## config.mk

```make
export PLATFORM = sky130hd
export DESIGN_NAME = cv_frame_scheduler
export DESIGN_NICKNAME = d
export VERILOG_FILES = /design/src/rtl/cv_frame_scheduler.sv
export SDC_FILE = /design/constraint.sdc
export NUM_CORES = 1
export LEC_CHECK = 0
export ABC_AREA = 1
export BUFFER_PORTS_ARGS = -buffer_cell sky130_fd_sc_hd__buf_2
export CAP_MARGIN = 20
export CORE_MARGIN = 2
export CORE_UTILIZATION = 33
export CTS_CLUSTER_DIAMETER = 80
export DETAILED_ROUTE_END_ITERATION = 12
export PLACE_DENSITY_LB_ADDON = 0.3
export SYNTH_ARGS = -nofsm -noshare
export SYNTH_HDL_FRONTEND = slang
export SYNTH_SLANG_ARGS = --single-unit
```

## constraint.sdc

```tcl
create_clock -name i_Clock -period 1.7 [get_ports i_Clock]
set_input_delay 0.17 -clock i_Clock [delete_from_list [all_inputs] [get_ports i_Clock]]
set_output_delay 0.17 -clock i_Clock [all_outputs]
set_load 0.05 [all_outputs]
```

## src/rtl/cv_frame_scheduler.sv

```systemverilog
// cv_frame_scheduler: synchronises SPI CV frames into i_Clock, shadows them and commits on the sample strobe
//
// Ports:
//   i_Clock, i_Reset          system clock, synchronous active-high reset
//   i_Frame_Done              asynchronous frame-valid level from the SPI receiver
//   i_Data0..i_Data4          CV words, stable while i_Frame_Done is high
//   i_Sample_Strobe           one-cycle pulse at the audio sample rate
//   o_CV0..o_CV4              committed CV values
//   o_Update                  one-cycle pulse when o_CVx were written
//   o_Link_OK                 frames arriving within TIMEOUT_CYCLES
//   o_Overrun                 sticky: a captured frame was replaced before it was committed
//   o_Frame_Count             captured-frame counter, wraps 255->0
//
// Optional feature macro: CV_TIMEOUT_DEFAULT_EN (load DEFAULT_CV on the first strobe after a link timeout)
module cv_frame_scheduler #(
    parameter int CHANNELS = 5,
    parameter int WIDTH = 16,
    parameter int TIMEOUT_CYCLES = 1000000,
    parameter logic [WIDTH-1:0] DEFAULT_CV = '0
) (
    input  logic             i_Clock,
    input  logic             i_Reset,
    input  logic             i_Frame_Done,
    input  logic [WIDTH-1:0] i_Data0,
    input  logic [WIDTH-1:0] i_Data1,
    input  logic [WIDTH-1:0] i_Data2,
    input  logic [WIDTH-1:0] i_Data3,
    input  logic [WIDTH-1:0] i_Data4,
    input  logic             i_Sample_Strobe,
    output logic [WIDTH-1:0] o_CV0,
    output logic [WIDTH-1:0] o_CV1,
    output logic [WIDTH-1:0] o_CV2,
    output logic [WIDTH-1:0] o_CV3,
    output logic [WIDTH-1:0] o_CV4,
    output logic             o_Update,
    output logic             o_Link_OK,
    output logic             o_Overrun,
    output logic [7:0]       o_Frame_Count
);
    localparam int WD_W = $clog2(TIMEOUT_CYCLES + 1);
    localparam logic [WD_W-1:0] WD_MAX = WD_W'(TIMEOUT_CYCLES);
    localparam logic [WD_W-1:0] WD_LAST = WD_W'(TIMEOUT_CYCLES - 1);

`ifdef CV_TIMEOUT_DEFAULT_EN
    typedef enum logic [1:0] {IDLE, PENDING, TOUT} state_t;
    localparam state_t TIMEOUT_STATE = TOUT;
`else
    typedef enum logic [1:0] {IDLE, PENDING} state_t;
    localparam state_t TIMEOUT_STATE = IDLE;
    logic unused_default;
    assign unused_default = ^DEFAULT_CV;
`endif

    state_t state;
    logic sync_meta, sync_q, sync_prev;
    logic [WD_W-1:0] watchdog;
    logic [WIDTH-1:0] din [CHANNELS];
    logic [WIDTH-1:0] shadow [CHANNELS];
    logic [WIDTH-1:0] cv [CHANNELS];
    logic capture, timeout;

    assign din[0] = i_Data0;
    assign din[1] = i_Data1;
    assign din[2] = i_Data2;
    assign din[3] = i_Data3;
    assign din[4] = i_Data4;
    assign o_CV0 = cv[0];
    assign o_CV1 = cv[1];
    assign o_CV2 = cv[2];
    assign o_CV3 = cv[3];
    assign o_CV4 = cv[4];

    // Capture lands on the third edge after the flag rises: meta, sync, then the prev flop closes the edge.
    assign capture = sync_q & ~sync_prev;
    // Fires once, on the edge where the watchdog reaches its saturation value.
    assign timeout = ~capture & (watchdog == WD_LAST);

    always_ff @(posedge i_Clock) begin
        if (i_Reset) begin
            sync_meta <= 1'b0;
            sync_q <= 1'b0;
            sync_prev <= 1'b0;
            watchdog <= '0;
            shadow <= '{default: '0};
            cv <= '{default: '0};
            state <= IDLE;
            o_Update <= 1'b0;
            o_Link_OK <= 1'b0;
            o_Overrun <= 1'b0;
            o_Frame_Count <= 8'd0;
        end else begin
            sync_meta <= i_Frame_Done;
            sync_q <= sync_meta;
            sync_prev <= sync_q;
            o_Update <= 1'b0;
            watchdog <= capture ? '0 : (watchdog == WD_MAX ? watchdog : watchdog + WD_W'(1));
            if (capture) begin
                shadow <= din;
                o_Frame_Count <= o_Frame_Count + 8'd1;
                o_Link_OK <= 1'b1;
                state <= PENDING;
                // A strobe coinciding with a new capture still commits the frame it replaces.
                if (state == PENDING) begin
                    if (i_Sample_Strobe) begin
                        cv <= shadow;
                        o_Update <= 1'b1;
                    end else begin
                        o_Overrun <= 1'b1;
                    end
                end
            end else if (timeout) begin
                o_Link_OK <= 1'b0;
                state <= TIMEOUT_STATE;
            end else if (i_Sample_Strobe && state == PENDING) begin
                cv <= shadow;
                o_Update <= 1'b1;
                state <= IDLE;
            end
`ifdef CV_TIMEOUT_DEFAULT_EN
            else if (i_Sample_Strobe && state == TOUT) begin
                cv <= '{default: DEFAULT_CV};
                o_Update <= 1'b1;
                state <= IDLE;
            end
`endif
        end
    end
endmodule
```

==> impl_metrics.csv <==
group,metric,value,unit
grt,grt_pass1_vias,6282,
grt,grt_pass1_wl,30700,microns
finish,final_cell_mix,"dfxtp_1, a21oi_1, buf_2",
setup_path,cp_common_cell,"nand3_4",
floorplanning,start_util,0.333,
clock_network,clkSinkCount,195,
finish,drive_above_1_share,0.205,
timing,tns,0,ns
timing,finalWorstSetupSlack,0.109,ns
detailed_routing,wl,19800,microns
finish,utilization,0.420,
finish,nets,1289,
clock_network,cts_tree,"yes",
floorplanning,core-area,23300,sq um
setup_path,slowest_stage,"dfxtp_2",
timing,slew_violations,0,
setup_path,r2r-start,"watchdog[0]",
timing,tightest_slew,0.705,ns
clock_network,htree_levels,4,
synth,yosysUniqueCellTypes,22,
finish,final_common_cell,"dfxtp_1",
setup_path,crit_buf_inv,2,
setup_path,path_class,"reg2reg",
placed_design,dp.final_hpwl,12500,microns
power_and_ir_drop,peakVddDrop,0.540,mV
timing,period_share,0.936,
synth,syn_inst,1049,
synth,syn_area_per_cell,7.38,sq um
timing,fmax,629,MHz
clock_network,cts_buffer_depth,2,
setup_path,reg2reg_setup_slack,0.11,ns
setup_path,cp_slowest_stage_delay,0.38,ns
timing,period_needed,1.59,ns
grt,overflow,0,
placed_design,dp_cells,1492,
synth,yosysSeqAreaShare,0.504,
detailed_routing,first_pass_iters,5,
synth,syn-cell-area,7750,sq um
setup_path,critPathMaxFanout,31,
floorplanning,die_h,157,microns
grt,antenna_found_initial,3,
detailed_routing,wire_per_inst,12.9,microns
setup_path,cp.required,2.03,ns
clock_network,clk_latency,0.44,ns
timing,setup_viol,0,
synth,yosys_warnings,0,
timing,whs,0.00753,ns
floorplanning,rows,56,
setup_path,worstPathArrival,1.92,ns
clock_network,cts_buffers,17,
setup_path,cp_top_family,"simple AND/OR/NAND/NOR gates",
synth,synth-seq-cells,195,
placed_design,place_congestion,0.796,
power_and_ir_drop,power.leakage,4.15,nW
clock_network,clk_pin_slew,0.08,ns
floorplanning,die-area,24700,sq um
finish,final_cell_count_no_fill,1536,
grt,grt_max_degree,165,
detailed_routing,drcViolationCount,0,
detailed_routing,via_count,7040,
detailed_routing,drt-initial-drc-count,583,
floorplanning,ios,175,
detailed_routing,ant_nets,0,
clock_network,root_buffer,"clkbuf_16",
setup_path,crit_start,"watchdog[0]",
worst_hold_path,hold_path.class,"in2reg",
setup_path,cp-end-kind,"register",
run,max-cap-violations,0,
timing,slew-limit-headroom,0.530,
detailed_routing,vias_per_cell,4.58,
placed_design,place_ws,0.0418,ns
placed_design,io_buffers,174,
synth,synth_nets,1136,
outcome,status,"finished clean",
worst_hold_path,hp-start,"i_Data4[10]",
power_and_ir_drop,p_per_area,1010,nW/um^2
timing,fin_skew,0.0132,ns
floorplanning,die_w,157,microns
timing,finalHoldViolCount,0,
finish,area_growth,26.2,%
setup_path,cp-start-kind,"register",
setup_path,crit_chain,"ha_4 > nand3_4 > nor2_4 > nand3_4 > buf_12 > clkbuf_16 > a21oi_1 > nor2_1",
grt,grtUsageTotal,0.153,
==> cell type report <==
type,count,area [sq um]
Multi-Input combinational cell,662,3090
Clock inverter,15,185
Antenna cell,2,5.00
Timing Repair Buffer,206,1310
Inverter,120,455
Tap cell,319,399
Clock buffer,17,425
Sequential cell,195,3910
Fill cell,2427,13500
==> report_power, final <==
| group | internal (mW) | switching [mW] |
|---|---|---|
| sequential | 4.73 | 0.0631 |
| combinational | 0.301 | 0.581 |
| clock | 2.13 | 2.03 |
==> routing by layer <==
layer,vias to the layer above,global-route usage,share of wire
met5,-,0,0.00046
met4,2,0.0403,0.012
met3,17,0.0413,0.051
met2,139,0.246,0.46
met1,3186,0.204,0.48
li1,3696,-,-
==> what timing repair did <==
item,CTS,global route
gates resized for setup,0,12
buffers inserted,0,1
endpoints found under the hold margin,6,0
setup endpoints to repair,0,81
hold buffers,6,0
==> worst paths after layout <==
check,end,cells past startpoint
max,o_CV1[0],8
min,shadow[10],3
max reg2reg,o_CV1[0],8
min reg2reg,sync_q,2
==> metrics by stage <==
step | cell area [sq um] | power [mW]
2_1_floorplan | 7750 | 5.49
3_3_place_gp | 8950 | 5.76
3_5_place_dp | 8950 | 5.77
4_1_cts | 9620 | 9.98
5_1_grt | 9770 | 10.3
6_report | 9770 | 9.83
==> sequential cells by signal, summed over array words and instances, names as in the netlist <==
name           count
shadow            80
o_Overrun          1
o_CV2             16
o_CV4             16
sync_prev          1
o_Frame_Count      8
o_CV3             16
o_Update           1
sync_q             1
sync_meta          1
o_CV0             16
o_CV1             16
o_Link_OK          1
watchdog          20
state              1
==> kinds of logic after synthesis <==
logic type      share of synthesized area
compound gates                      0.176
xor+xnor                          0.00226
fa+ha+maj                         0.00485
buf+inv                             0.104
flops                               0.504
simple gates                        0.209
==> synth_stat cells (all sizes together) <==
library cell	number	share of area
a21oi	179	0.12
a31oi	1	0.00081
buf	37	0.029
clkbuf	35	0.017
dfxtp	195	0.50
ha	3	0.0048
inv	120	0.058
nand2	144	0.070
nand3	94	0.062
nand3b	2	0.0019
nand4	5	0.0040
nor2	129	0.063
nor3	8	0.0052
o21ai	90	0.058
o21bai	1	0.00097
or2	4	0.0032
xnor2	2	0.0023
==> worst reg2reg max path, cell delays in order, from the launching register on <==
cell	delay, ns
dfxtp_2	0.38
ha_4	0.17
nand3_4	0.10
nor2_4	0.16
nand3_4	0.09
buf_12	0.17
clkbuf_16	0.22
a21oi_1	0.15
nor2_1	0.06
Note: power is estimated with default switching activity, not from simulation.
